## config.mk

```make
export PLATFORM = sky130hd
export DESIGN_NAME = ex_muldiv_ctrl
export DESIGN_NICKNAME = d
export VERILOG_FILES = /design/src/rtl/ex_muldiv_ctrl.sv
export SDC_FILE = /design/constraint.sdc
export NUM_CORES = 1
export LEC_CHECK = 0
export ABC_AREA = 1
export CAP_MARGIN = 20
export CORE_ASPECT_RATIO = 1.25
export CORE_UTILIZATION = 40
export CTS_CLUSTER_DIAMETER = 50
export DETAILED_ROUTE_END_ITERATION = 6
export PLACE_DENSITY_LB_ADDON = 0.05
export SKIP_LAST_GASP = 1
export SLEW_MARGIN = 5
export SYNTH_ARGS = -nofsm -noshare
export SYNTH_HDL_FRONTEND = slang
export SYNTH_SLANG_ARGS = --single-unit
```

## constraint.sdc

```tcl
create_clock -name Clk -period 5.23 [get_ports Clk]
set_input_delay 0.523 -clock Clk [delete_from_list [all_inputs] [get_ports Clk]]
set_output_delay 0.523 -clock Clk [all_outputs]
set_load 0.01 [all_outputs]
```

## src/rtl/ex_muldiv_ctrl.sv

```systemverilog
// ---------------------------------------------------------------------------
// ex_muldiv_ctrl
// Iterative multiply/divide unit for the EX stage. It owns the HI and LO
// registers and produces the pipeline stall for dependent instructions.
// MULT/MULTU use a radix-2 shift-add loop. DIV/DIVU use a radix-2 restoring
// shift-subtract loop on operand magnitudes, with the signs fixed up at the end.
//
// Ports
//   Clk              rising-edge clock
//   Reset_L          synchronous active-low reset
//   MulDiv_Start_EX  EX holds MULT/MULTU/DIV/DIVU
//   MulDiv_Op_EX     00 MULT, 01 MULTU, 10 DIV, 11 DIVU
//   ALU_Data_1_EX    rs operand (multiplicand / dividend)
//   Read_Data_2_EX   rt operand (multiplier / divisor)
//   HI_LO_Read_EX    EX holds MFHI/MFLO
//   Flush_EX         abort the in-flight operation
//   MulDiv_Busy      operation in progress (CALC or FIX)
//   Stall_EX         hold IF/ID/EX while a dependent instruction waits
//   HI_Out, LO_Out   HI and LO registers
//   Div_By_Zero      last accepted divide had rt = 0
// ---------------------------------------------------------------------------
module ex_muldiv_ctrl #(
    parameter int DATA_WIDTH = 32
) (
    input  logic                  Clk,
    input  logic                  Reset_L,
    input  logic                  MulDiv_Start_EX,
    input  logic [1:0]            MulDiv_Op_EX,
    input  logic [DATA_WIDTH-1:0] ALU_Data_1_EX,
    input  logic [DATA_WIDTH-1:0] Read_Data_2_EX,
    input  logic                  HI_LO_Read_EX,
    input  logic                  Flush_EX,
    output logic                  MulDiv_Busy,
    output logic                  Stall_EX,
    output logic [DATA_WIDTH-1:0] HI_Out,
    output logic [DATA_WIDTH-1:0] LO_Out,
    output logic                  Div_By_Zero
);

    localparam int W = DATA_WIDTH;

    typedef enum logic [1:0] {IDLE, CALC, FIX} state_t;

    state_t         state_q;
    logic [4:0]     count_q;
    logic [1:0]     op_q;
    logic           signA_q;
    logic           signB_q;
    logic [W-1:0]   keep_q;
    logic [2*W-1:0] acc_q;
    logic [W-1:0]   hi_q;
    logic [W-1:0]   lo_q;
    logic           divZero_q;

    logic           signedIn;
    logic [W-1:0]   magA;
    logic [W-1:0]   magB;
    logic [W:0]     mulSum;
    logic [W:0]     divShift;
    logic [W-1:0]   divDiff;
    logic           divGe;
    logic [2*W-1:0] acc_d;
    logic [2*W-1:0] product;
    logic [W-1:0]   quot;
    logic [W-1:0]   rem;

    // Operand magnitudes for the signed ops. The most negative value maps
    // to itself, which is the correct unsigned magnitude.
    always_comb begin
        signedIn = ~MulDiv_Op_EX[0];
        magA     = ALU_Data_1_EX;
        magB     = Read_Data_2_EX;
        if (signedIn && ALU_Data_1_EX[W-1]) magA = -ALU_Data_1_EX;
        if (signedIn && Read_Data_2_EX[W-1]) magB = -Read_Data_2_EX;
    end

    // One iteration step. The accumulator holds {partial product, multiplier}
    // for multiply and {remainder, dividend/quotient} for divide. keep_q
    // holds the multiplicand or the divisor.
    always_comb begin
        mulSum   = {1'b0, acc_q[2*W-1:W]} + (acc_q[0] ? {1'b0, keep_q} : '0);
        divShift = {acc_q[2*W-1:W], acc_q[W-1]};
        divGe    = divShift >= {1'b0, keep_q};
        divDiff  = divShift[W-1:0] - keep_q;
        if (op_q[1]) begin
            if (divGe) acc_d = {divDiff, acc_q[W-2:0], 1'b1};
            else       acc_d = {divShift[W-1:0], acc_q[W-2:0], 1'b0};
        end else begin
            acc_d = {mulSum, acc_q[W-1:1]};
        end
    end

    // Sign fix-up applied when leaving FIX. Only DIV and MULT are signed.
    // The remainder takes the sign of the dividend.
    always_comb begin
        product = acc_q;
        quot    = acc_q[W-1:0];
        rem     = acc_q[2*W-1:W];
        if (op_q == 2'b00 && (signA_q ^ signB_q)) product = -acc_q;
        if (op_q == 2'b10 && (signA_q ^ signB_q)) quot = -acc_q[W-1:0];
        if (op_q == 2'b10 && signA_q) rem = -acc_q[2*W-1:W];
    end

    // Control FSM plus datapath registers. A start is sampled only in IDLE.
    // A flush in CALC or FIX drops the work without touching HI/LO.
    always_ff @(posedge Clk) begin
        if (!Reset_L) begin
            state_q   <= IDLE;
            count_q   <= '0;
            op_q      <= '0;
            signA_q   <= 1'b0;
            signB_q   <= 1'b0;
            keep_q    <= '0;
            acc_q     <= '0;
            hi_q      <= '0;
            lo_q      <= '0;
            divZero_q <= 1'b0;
        end else begin
            case (state_q)
                IDLE: begin
                    if (MulDiv_Start_EX && !Flush_EX) begin
                        if (MulDiv_Op_EX[1] && Read_Data_2_EX == '0) begin
                            divZero_q <= 1'b1;
                        end else begin
                            op_q      <= MulDiv_Op_EX;
                            signA_q   <= signedIn & ALU_Data_1_EX[W-1];
                            signB_q   <= signedIn & Read_Data_2_EX[W-1];
                            keep_q    <= MulDiv_Op_EX[1] ? magB : magA;
                            acc_q     <= {{W{1'b0}}, (MulDiv_Op_EX[1] ? magA : magB)};
                            count_q   <= '0;
                            divZero_q <= 1'b0;
                            state_q   <= CALC;
                        end
                    end
                end
                CALC: begin
                    if (Flush_EX) begin
                        state_q <= IDLE;
                    end else begin
                        acc_q   <= acc_d;
                        count_q <= count_q + 5'd1;
                        if (count_q == 5'd31) state_q <= FIX;
                    end
                end
                FIX: begin
                    if (!Flush_EX) begin
                        if (op_q[1]) begin
                            hi_q <= rem;
                            lo_q <= quot;
                        end else begin
                            hi_q <= product[2*W-1:W];
                            lo_q <= product[W-1:0];
                        end
                    end
                    state_q <= IDLE;
                end
                default: state_q <= IDLE;
            endcase
        end
    end

    assign MulDiv_Busy = (state_q != IDLE);
    assign Stall_EX    = MulDiv_Busy & (MulDiv_Start_EX | HI_LO_Read_EX);
    assign HI_Out      = hi_q;
    assign LO_Out      = lo_q;
    assign Div_By_Zero = divZero_q;

endmodule

```

# Word-level counts from Yosys, hierarchy flattened

Cells that the tools add are included.
W data, S select, Z words.

Output and inout bits: 67
Logic and storage cells: 79
Bits of input ports: 71
Register bits after elaboration: 172

Bitwise logic cells: 8
Eq/ne operators: 8
Muxes and demuxes: 26
Order comparisons: 1
Reduce and logical (&&, ||, !) cells: 18
$add $sub $neg: 8

Operator list:

| kind                  | number |
|---|---|
| $mux W64              | 6 |
| $mux W32              | 9 |
| $neg A32 Y32          | 4 |
| $pmux W64 S2          | 1 |
| $neg A64 Y64          | 1 |
| $add A32 B32 Y33      | 1 |
| $ge A33 B32 Y1        | 1 |
| $logic_not A32 Y1     | 1 |
| $sub A32 B32 Y32      | 1 |
| $mux W5               | 3 |
| $pmux W5 S2           | 1 |
| $mux W2               | 4 |
| $logic_and A1 B1 Y1   | 7 |
| $ne A2 B2 Y1 const B  | 3 |
| $reduce_and A3 Y1     | 2 |
| $add A5 B1 Y5 const B | 1 |
| $eq A5 B5 Y1 const B  | 1 |
| $eq A2 B2 Y1 const B  | 2 |
| $logic_not A2 Y1      | 2 |
| $pmux W2 S2           | 1 |
| $reduce_and A2 Y1     | 2 |
| $reduce_and A4 Y1     | 1 |
| $reduce_bool A2 Y1    | 2 |
| $and A1 B1 Y1         | 3 |
| 7 further kinds       | 9 |

# Depth between registers and ports, before layout

Gate-level depths: netlist of run 1.

Depth after elaboration: 7
Depth in mapped cells: 20

# Worst setup path after synthesis of run 1

OpenSTA, ideal clock, no wires.

Path kind: register to register
Start point: register acc_q[0]
End point: register acc_q[61]
Buffers on the path: 2
Slack: 2.771 ns
Setup time: 0.132 ns
Arrival: 2.327 ns
Required time: 5.098 ns
Cell stages (with the launch flop): 20
Path through: dfxtp_1 buf_2 clkbuf_1 nand2_1 inv_1 ha_1 inv_1 fa_1 inv_1 nand2_1 nand3_1 nand3_1 nand2_1 nand2_1 nand3_1 nand2_1 o21ai_0 inv_1 nand2_1 a21oi_1

Cells in the longest elaborated chain, start to end: 5

RTL lines:

| what                     | RTL line | RTL |
|---|---|---|
| start: declaration       | 50       | `logic [2*W-1:0] acc_q;` |
| start signal: assignment | 129      | `acc_q <= {{W{1'b0}}, (MulDiv_Op_EX[1] ? magA : magB)};` |
| $mux W32                 | 81       | `mulSum = {1'b0, acc_q[2*W-1:W]} + (acc_q[0] ? {1'b0, keep_q} : '0);` |
| $add A32 B32 Y33         | 81       |  |
| $mux W64                 | 85       | `if (op_q[1]) begin` |
| $mux W64                 | 137      | `if (Flush_EX) begin` |
| $pmux W64 S2             | 119      | `case (state_q)` |

Every way passes these cells. The select of a mux whose other input is x is not followed.
A chain may end at the register's enable or synchronous reset.

# Final worst setup path of run 1

Start point: register acc_q[47]
End point: register acc_q[54]

Cells in the longest elaborated chain, start to end: 5
Elaborated cells between the ends (all ways): 7
Those cells by class: add/sub: 2; order compare: 1; mux: 4

RTL lines:

| what                                                      | RTL line | RTL |
|---|---|---|
| $sub A32 B32 Y32 / $ge A33 B32 Y1 (equally long branches) | 84, 83   |  |
| $mux W64                                                  | 86       | `if (divGe) acc_d = {divDiff, acc_q[W-2:0], 1'b1};` |
| $mux W64 *                                                | 85       |  |
| $mux W64 *                                                | 137      |  |
| $pmux W64 S2 *                                            | 119      |  |

Mark *: on every way between the ends. The rest lies on a longest branch, timed or not. The select of a mux whose other input is x is not followed.

==> results of run 1 <==
-- cells by family after synthesis --
group,count (synthesis),synth area share [%]
AND/OR/NAND/NOR,1738,41.0
AO/OA/AOI/OAI,544,17.2
buffers and inverters,600,13.2
adder cells (fa/ha/maj),72,5.15
XOR/XNOR,82,4.04
flip-flops,172,19.3
-- registers in the layout, summed over array words and instances, names as in the netlist --
register,cells
Div_By_Zero,1
HI_Out,32
LO_Out,32
acc_q,64
count_q,5
keep_q,32
op_q,2
signA_q,1
signB_q,1
state_q,2
-- cell type report --
class | instances | area (um^2)
inverters | 490 | 1840
fillers | 4869 | 23800
well taps | 572 | 716
clock buffers | 17 | 425
repair buffers | 163 | 1560
multi-input cells | 2436 | 12000
clock inverters | 15 | 176
flip-flops and latches | 172 | 3440
-- worst max-delay path: stages (launching register included) --
cell and delay (ns):
dfxtp_1 0.74, ha_1 0.42, nand2_1 0.15, inv_1 0.07, a21oi_2 0.18, a21boi_2 0.28
nand2_2 0.12, nand2_4 0.22, nand2_4 0.34, inv_2 0.33, nand2_1 0.09, nand3_1 0.13
nand2_1 0.06, a21oi_1 0.12
-- per-layer routing --
metal  track usage, %  up-vias  share of wire [%]
li1                 -    10400                  -
met1             41.9     9639                 42
met2             56.6      744                 48
met3             3.60      131                5.6
met4             15.6        2                4.5
met5                0        -              0.017
-- stage by stage --
step	power [W]	instances	hold slack (ns)	area, um^2
after floorplan	0.00229	3208	0.464	17800
after global placement	0.00271	3833	0.481	19600
after detailed placement	0.00272	3833	0.486	19600
after CTS	0.00403	3865	0.505	20200
after global routing	0.00423	3865	0.529	20200
final	0.00404	3865	0.501	20200
-- cells in the final DEF, fill, tap and decap left out, types with 17 or more instances in the layout --
cell,n
nor2_2,17
clkbuf_16,17
o21bai_1,24
nor2_1,336
inv_1,475
o211ai_1,20
clkdlybuf4s50_1,136
nand2_1,971
dfxtp_1,171
ha_1,70
a31oi_1,23
nand3_1,269
nor3_1,34
xor2_1,74
buf_4,26
a21oi_1,213
nand4_1,46
o21ai_0,193
o21a_1,21
-- power by group through the flow --
stage | registers, W | clock network, W | logic (W)
after floorplan | 0.00141 | 0 | 0.000872
after global placement | 0.00145 | 0 | 0.00126
after detailed placement | 0.00145 | 0 | 0.00127
after CTS | 0.00142 | 0.00133 | 0.00127
after global routing | 0.00143 | 0.00138 | 0.00142
final | 0.00143 | 0.00132 | 0.00130
-- worst paths after layout --
kind | from | endpoint | slack, ns | cells after the start
setup reg to reg | acc_q[47] | acc_q[54] | 1.86 | 13
setup / recovery | acc_q[47] | acc_q[54] | 1.86 | 13
hold reg to reg | LO_Out[1] | LO_Out[1] | 0.50 | 2
hold / removal | LO_Out[1] | LO_Out[1] | 0.50 | 2
==> metrics, run 1 <==
ratio of cells with drive above 1 in the final layout 4.19%; Worst slew margin 40.3%; Yosys cell types 57; antenna violations before repair 1; Ys Warns 0; endpoint class of the critical path flop; Post-CTS Resized 0; sw power 0.00167 W; Int Power 0.00237 W; Clock Tree Buf Depth 2; via-per-instance ratio 5.42; Post-Synthesis Cell Area 17800 um^2; Synth Register Bits 172; wirelength, routed 76.5 mm; Max Freq 0.297 GHz; Initial Utilization 40.4%; Worst-Margin Slew 0.886 ns; Row Count 86; outcome finished with violations; post-layout util 45.8%; Detailed Routing Iterations Pass 1 7; die width 191 um; worst vdd ir 0.000277 V; list of most frequent post-synthesis cells 971 x nand2_1, 475 x inv_1, 339 x nor2_1; Hold Crit Class flop to flop; Worst EP required 5.62 ns; post-synth top area cell nand2_1; DPL Wire Length 61.5 mm; number of global-route vias before repair 19600; H-tree depth 4; TritonCTS Sinks 172; critical path class flop to flop; most frequent cell after synthesis nand2_1; fin nets 3423; top cells by area, synth nand2_1 20%, dfxtp_1 19%, inv_1 10%, nand3_1 7.6%, nor2_1 7.1%; top cell type's share of synthesized area 20.5%; Die Ht 238 um; Max Cap Viol 0; max-slew violation count 0; GRT overflow 0; first-pass GRT wire length 115 mm; Syn Area/Cell 5.55 um^2; startpoint types flop; EDFF count, synth 0; Async SR Flop Fraction 0%; Worst Clk Skew 0.0175 ns; final setup fails 0; GRT Util Overall 33.3%; die area 45300 um^2; Max Fanout on Critical Path 38; clk_lat worst skew 0.48 ns; unrepaired setup endpoints after global routing no; number of top-level pins 138; Final min period 3.37 ns; CTS tree yes; setup ws final 1.86 ns; Place WS 1.54 ns; IO buf count 137; synthesized instance count 3208; post-CTS setup buffer count 0; area of the core 44000 um^2; number of routed nets with antenna violations 0; sequential share of power 35.3%; leakage power 10.1 nW; largest net degree at the start of global routing 71; initial DRC count 1771; power share of the clock group 32.6%; Syn Nets 3351; sw frac 41.3%; wire per inst 19.8 um; routability cong. 0.982; area grow syn2layout 13.4%; failing checks design-rule violations; ANT cells 0; Hold-fix buffers, CTS 0; Seq/Total Area, Yosys 19.3%; most common flop cell mapped by yosys dfxtp_1; root buf cell clkbuf_16; Tcrit/Tclk final 64.4%; DRC viols 5; Arr. time, crit path 3.76 ns; vias 20900; combinational share of power 32.1%; final hold viol count 0; pwr/cell area 200 nW/um^2; CTS clk-pin slew, worst paths 0.08 ns; total negative slack 0 ns; CTS Buf Count 17
Note: power is estimated with default switching activity, not from simulation.
==> run 2: changes to the inputs <==
- clock period: 5.23 -> 2.9 ns (I/O delays scaled with it)
==> run 2 against run 1 <==
  * The run now ends clean
  * Clock power is 82% higher
  * Non-clock buffer count increased by 82
  * Setup slack got worse by 1.7 ns
  * Die area stayed put
  * Via count rose by 1.9%
  * Flip-flop and latch count did not move
  * Critical endpoint is now acc_q[58]
==> metrics, run 2 (synthesis gave the netlist of run 1 again) <==
max reg flops 64 (unchanged); GRT Util Overall 33.8% (was 33.3%); DPL Wire Length 63.1 mm (was 61.5 mm); Worst EP required 3.28 ns (was 5.62 ns); critical path class flop to flop (unchanged); Hold Crit Class input port to flop (was flop to flop); die width 191 um (unchanged); Initial Utilization 40.4% (unchanged); wirelength, routed 77.2 mm (was 76.5 mm); GRT overflow 0 (unchanged); Hold-fix buffers, CTS 0 (unchanged); Die Ht 238 um (unchanged); area of the core 44000 um^2 (unchanged); post-CTS setup buffer count 0 (unchanged); ANT cells 0 (unchanged); DRC viols 0 (was 5); startpoint types flop (unchanged); Finished Cell Area 20900 um^2 (was 20200 um^2); Arr. time, crit path 3.14 ns (was 3.76 ns); Post-CTS Resized 1 (was 0); Worst slew margin 41.5% (was 40.3%); FF-to-FF setup slack 0.14 ns (was 1.86 ns); DP Area 20300 um^2 (was 19600 um^2); largest net degree at the start of global routing 121 (was 71); Post-Layout Cell Count 3947 (was 3865); initial DRC count 1908 (was 1771); root buf cell clkbuf_16 (unchanged); Placed Cells 3915 (was 3833); antenna violations before repair 1 (unchanged); most common cell after layout, fill and taps aside nand2_1 (unchanged); unrepaired setup endpoints after global routing yes (was no); first-pass GRT wire length 116 mm (was 115 mm); leakage power 10.5 nW (was 10.1 nW); worst vdd ir 0.000467 V (was 0.000277 V); endpoint class of the critical path flop (unchanged); routability cong. 1.01 (was 0.982); max-slew violation count 0 (unchanged); CTS Buf Count 17 (unchanged); via-per-instance ratio 5.41 (was 5.42); total negative slack 0 ns (unchanged); number of global-route vias before repair 19900 (was 19600); # fillers 4871 (was 4869); Detailed Routing Iterations Pass 1 5 (was 7); Max Cap Viol 0 (unchanged); area grow syn2layout 17.7% (was 13.4%); outcome finished clean (was finished with violations); H-tree depth 4 (unchanged); IO buf count 137 (unchanged); pwr/cell area 357 nW/um^2 (was 200 nW/um^2); ratio of cells with drive above 1 in the final layout 6.81% (was 4.19%); Max Fanout on Critical Path 8 (was 38); Worst Clk Skew 0.0178 ns (was 0.0175 ns); Row Count 86 (unchanged); CTS clk-pin slew, worst paths 0.08 ns (about the same); number of top-level pins 138 (unchanged); Tcrit/Tclk final 95.2% (was 64.4%); Clock Tree Buf Depth 2 (unchanged); CTS tree yes (unchanged); Max Freq 0.362 GHz (was 0.297 GHz); vias 21300 (was 20900); wire per inst 19.6 um (was 19.8 um); number of routed nets with antenna violations 0 (unchanged); fin nets 3505 (was 3423); die area 45300 um^2 (unchanged); Biggest register acc_q (unchanged); Final min period 2.76 ns (was 3.37 ns); final setup fails 0 (unchanged); clk_lat worst skew 0.47 ns (was 0.48 ns); TritonCTS Sinks 172 (unchanged); Worst-Margin Slew 0.877 ns (was 0.886 ns); final hold viol count 0 (unchanged); commonest cells after routing, fill and taps aside 971 x nand2_1, 475 x inv_1, 333 x nor2_1, 269 x nand3_1, 212 x a21oi_1 (was 971 x nand2_1, 475 x inv_1, 336 x nor2_1, 269 x nand3_1, 213 x a21oi_1)
## run 2: changes by cell type in the layout (fill, tap and decap cells not counted), sizes merged
cell / previous run / this run
clkinv: 12 / 10
inv: 492 / 493
clkinvlp: 1 / 2
buf: 27 / 109
## run 2: worst max-delay path, stage by stage (launching register included)
cell and delay, ns:
dfxtp_1 0.45, inv_1 0.13, ha_1 0.37, nand2_1 0.11
nor2_1 0.22, nand2_1 0.13, nor2_2 0.11, nand2_1 0.12
nand2_2 0.11, nor2_4 0.04, nand2_4 0.15, buf_4 0.19
nand2_1 0.06, o21ai_1 0.25, nand2_1 0.09, a21oi_1 0.12
## run 2: path summary, 6_finish.rpt
path | from | endpoint | cells past startpoint
worst min register to register | Div_By_Zero | Div_By_Zero | 2
worst min-delay path | Reset_L | HI_Out[0] | 4
worst max-delay path | keep_q[14] | acc_q[58] | 15
worst max register to register | keep_q[14] | acc_q[58] | 15
## run 2: cell type report
type	count	area, um^2	area share (%)
Clock inverter	15	173	0.824
Inverter	490	1840	8.79
Multi-Input combinational cell	2436	12000	57.5
Clock buffer	17	425	2.03
Tap cell	572	716	3.42
Sequential cell	172	3450	16.5
Timing Repair Buffer	245	2300	11.0
## run 2: stage by stage
step	total power [W]	setup slack, ns	util (%)	hold WS (ns)
final	0.00747	0.140	47.6	0.402
after global routing	0.00782	-0.0268	47.6	0.412
after CTS	0.00746	0.0213	47.5	0.393
after detailed placement	0.00506	-0.155	46.2	0.488
after global placement	0.00506	-0.116	46.2	0.477
after floorplan	0.00412	0.441	-	0.447
## run 2: metal layers
| layer | part of all wire [%] | track usage, % | vias up |
|---|---|---|---|
| met3 | 5.9 | 3.69 | 150 |
| met5 | 0.017 | 0 | - |
| met4 | 5.3 | 17.4 | 2 |
| met2 | 47 | 56.2 | 822 |
| li1 | - | - | 10600 |
| met1 | 42 | 43.0 | 9792 |
## run 2: power breakdown
| group | internal, W | total [W] | switching [W] |
|---|---|---|---|
| logic | 0.000798 | 0.00252 | 0.00172 |
| clock network | 0.00116 | 0.00240 | 0.00124 |
| registers | 0.00244 | 0.00255 | 0.000115 |
| total | 0.00440 | 0.00747 | 0.00307 |
==> run 3: changes to the inputs <==
- ABC_CLOCK_PERIOD_IN_PS: unset -> 2900
- SETUP_SLACK_MARGIN: unset -> 0.4
==> run 3 against run 2 <==
  * Final area rose by 6.6%
  * Combinational power rose by 9.1%
  * Register-to-register slack improved by 0.27 ns
  * Power rose by 3.3%
  * Via count rose by 1.5%
  * The flow now finishes with violations (design-rule violations)
  * Critical endpoint is now acc_q[44]
  * Critical path type unchanged
  * Count of clock-buffer cells in the layout did not move
  * Fmax rose by 11%
  * First-iteration DRC count rose by 1.7%
==> metrics, run 3 (synthesis gave the netlist of run 1 again) <==
outcome finished with violations (was finished clean); failing checks design-rule violations; unrepaired setup endpoints after global routing yes (unchanged); Place WS -0.155 ns (unchanged); Worst Clk Skew 0.0177 ns (was 0.0178 ns); die width 191 um (unchanged); endpoint class of the critical path flop (unchanged); Clock Tree Buf Depth 2 (unchanged); leakage power 10.8 nW (was 10.5 nW); Reg-to-Reg End acc_q[44] (was acc_q[58]); Worst setup startpoint acc_q[0] (was keep_q[14]); Initial Utilization 40.4% (unchanged); Worst slew margin 42.3% (was 41.5%); number of top-level pins 138 (unchanged); pwr/cell area 346 nW/um^2 (was 357 nW/um^2); FF-to-FF setup slack 0.41 ns (was 0.14 ns); IO buf count 137 (unchanged); die area 45300 um^2 (unchanged); CTS tree yes (unchanged); wirelength, routed 79.0 mm (was 77.2 mm); post-layout util 50.7% (was 47.6%); largest net degree at the start of global routing 121 (unchanged); max-slew violation count 0 (unchanged); area of the core 44000 um^2 (unchanged); Biggest register acc_q (unchanged); max reg flops 64 (unchanged); sw frac 41.3% (was 41.1%); Worst-Margin Slew 0.865 ns (was 0.877 ns); DPL Wire Length 63.1 mm (unchanged); Tcrit/Tclk final 85.9% (was 95.2%); Post-Layout Cell Count 3974 (was 3947); antenna violations before repair 1 (unchanged); Hold Crit Class input port to flop (unchanged); DP Area 20300 um^2 (unchanged); Int Power 0.00453 W (was 0.00440 W); Max Cap Viol 0 (unchanged); CTS Buf Count 17 (unchanged); routability cong. 1.01 (unchanged); GRT overflow 0 (unchanged); root buf cell clkbuf_16 (unchanged); final hold viol count 0 (unchanged); startpoint types flop (unchanged); reg2reg start acc_q[0] (was keep_q[14]); Max Freq 0.401 GHz (was 0.362 GHz); vias 21600 (was 21300); number of routed nets with antenna violations 0 (unchanged); final setup fails 0 (unchanged); Arr. time, crit path 2.84 ns (was 3.14 ns); Placed Cells 3915 (unchanged); CTS clk-pin slew, worst paths 0.08 ns (about the same); most common cell after layout, fill and taps aside nand2_1 (unchanged); clk_lat worst skew 0.48 ns (was 0.47 ns); GRT Util Overall 33.9% (was 33.8%); DRC viols 1 (was 0); initial DRC count 1940 (was 1908); # fillers 4721 (was 4871); Worst EP required 3.25 ns (was 3.28 ns); multi-input logic area 13100 um^2 (was 12000 um^2); sw power 0.00319 W (was 0.00307 W); Max Fanout on Critical Path 8 (unchanged); TritonCTS Sinks 172 (unchanged); Final min period 2.49 ns (was 2.76 ns); sequential share of power 33.1% (was 34.2%); Row Count 86 (unchanged); number of global-route vias before repair 19900 (about the same); Detailed Routing Iterations Pass 1 7 (was 5); ANT cells 0 (unchanged); via-per-instance ratio 5.45 (was 5.41); critical path class flop to flop (unchanged); CP endpoint acc_q[44] (was acc_q[58]); ratio of cells with drive above 1 in the final layout 13.4% (was 6.81%); Reg area 3490 um^2 (was 3450 um^2); wire per inst 19.9 um (was 19.6 um); H-tree depth 4 (unchanged); fin nets 3532 (was 3505); final hold slack 0.394 ns (was 0.402 ns); first-pass GRT wire length 117 mm (was 116 mm); hold path cells 4 (unchanged); commonest cells after routing, fill and taps aside 920 x nand2_1, 466 x inv_1, 303 x nor2_1, 258 x nand3_1, 191 x a21oi_1 (was 971 x nand2_1, 475 x inv_1, 333 x nor2_1, 269 x nand3_1, 212 x a21oi_1); power share of the clock group 31.3% (was 32.2%); worst r2r path cells 15 (unchanged); setup ws final 0.409 ns (was 0.140 ns); Die Ht 238 um (unchanged); Finished Cell Area 22300 um^2 (was 20900 um^2); area grow syn2layout 25.4% (was 17.7%); combinational share of power 35.6% (was 33.7%); worst vdd ir 0.000484 V (was 0.000467 V)
[run 3: cell types whose count changed in the layout (fill, tap and decap cells not counted), moves of 16 or more]
cell     before  now
nand2_1     971  920
dfxtp_1     168  152
nor2_1      333  303
buf_4        98  120
nand2_2      11   57
a21oi_2       4   22
ha_4          0   42
a21oi_1     212  191
ha_1         68   20
nor2_2       19   39
[run 3: power by group through the flow]
stage / registers [W] / logic [W] / clock network [W]
global placement: 0.00260 / 0.00246 / 0
global route: 0.00256 / 0.00298 / 0.00251
floorplan: 0.00255 / 0.00157 / 0
finish: 0.00255 / 0.00275 / 0.00241
CTS: 0.00255 / 0.00251 / 0.00244
detailed placement: 0.00260 / 0.00246 / 0
[run 3: how the worst min path moves through the flow]
stage,endpoint,slack (ns),startpoint
floorplan,keep_q[0],0.45,Read_Data_2_EX[0]
global placement,Div_By_Zero,0.48,Div_By_Zero
detailed placement,LO_Out[24],0.49,LO_Out[24]
CTS,HI_Out[0],0.39,Reset_L
global route,HI_Out[0],0.41,Reset_L
finish,HI_Out[20],0.39,Reset_L
[run 3: stage by stage]
step / TNS (ns) / total power [W]
after floorplan: 0 / 0.00412
after global placement: -0.212 / 0.00506
after detailed placement: -0.219 / 0.00506
after CTS: 0 / 0.00750
after global routing: 0 / 0.00805
final: 0 / 0.00772
[run 3: layout make-up]
cell class	count	area share, %
Inverter	490	8.26
Timing Repair Buffer	272	11.5
Tap cell	572	3.21
Sequential cell	172	15.6
Clock inverter	15	0.774
Multi-Input combinational cell	2436	58.7
Clock buffer	17	1.91
[run 3: critical path, stage by stage, from the launching register on]
cell     delay (ns)
dfxtp_4        0.47
buf_12         0.17
nand2_1        0.06
inv_1          0.05
ha_2           0.30
nand2_1        0.08
nand2_1        0.11
a21oi_2        0.21
nor2_2         0.08
nor2_1         0.11
nand2_2        0.11
or2_2          0.28
nand3_1        0.13
nand3_1        0.09
nand2_1        0.06
a21oi_1        0.06
[run 3: routing by layer]
metal	routed length (um)	up-vias	track usage, %
met4	4300	2	17.1
li1	-	10600	-
met5	13	-	0
met1	33100	9967	43.3
met2	36800	867	56.4
met3	4790	174	3.44
[run 3: timing repair]
item,CTS,global route
resized for setup,61,209
endpoints found under the hold margin,0,0
gates cloned,0,3
setup endpoints to repair,40,52
hold buffers,0,0
buffers inserted,2,22
pin swaps,2,32
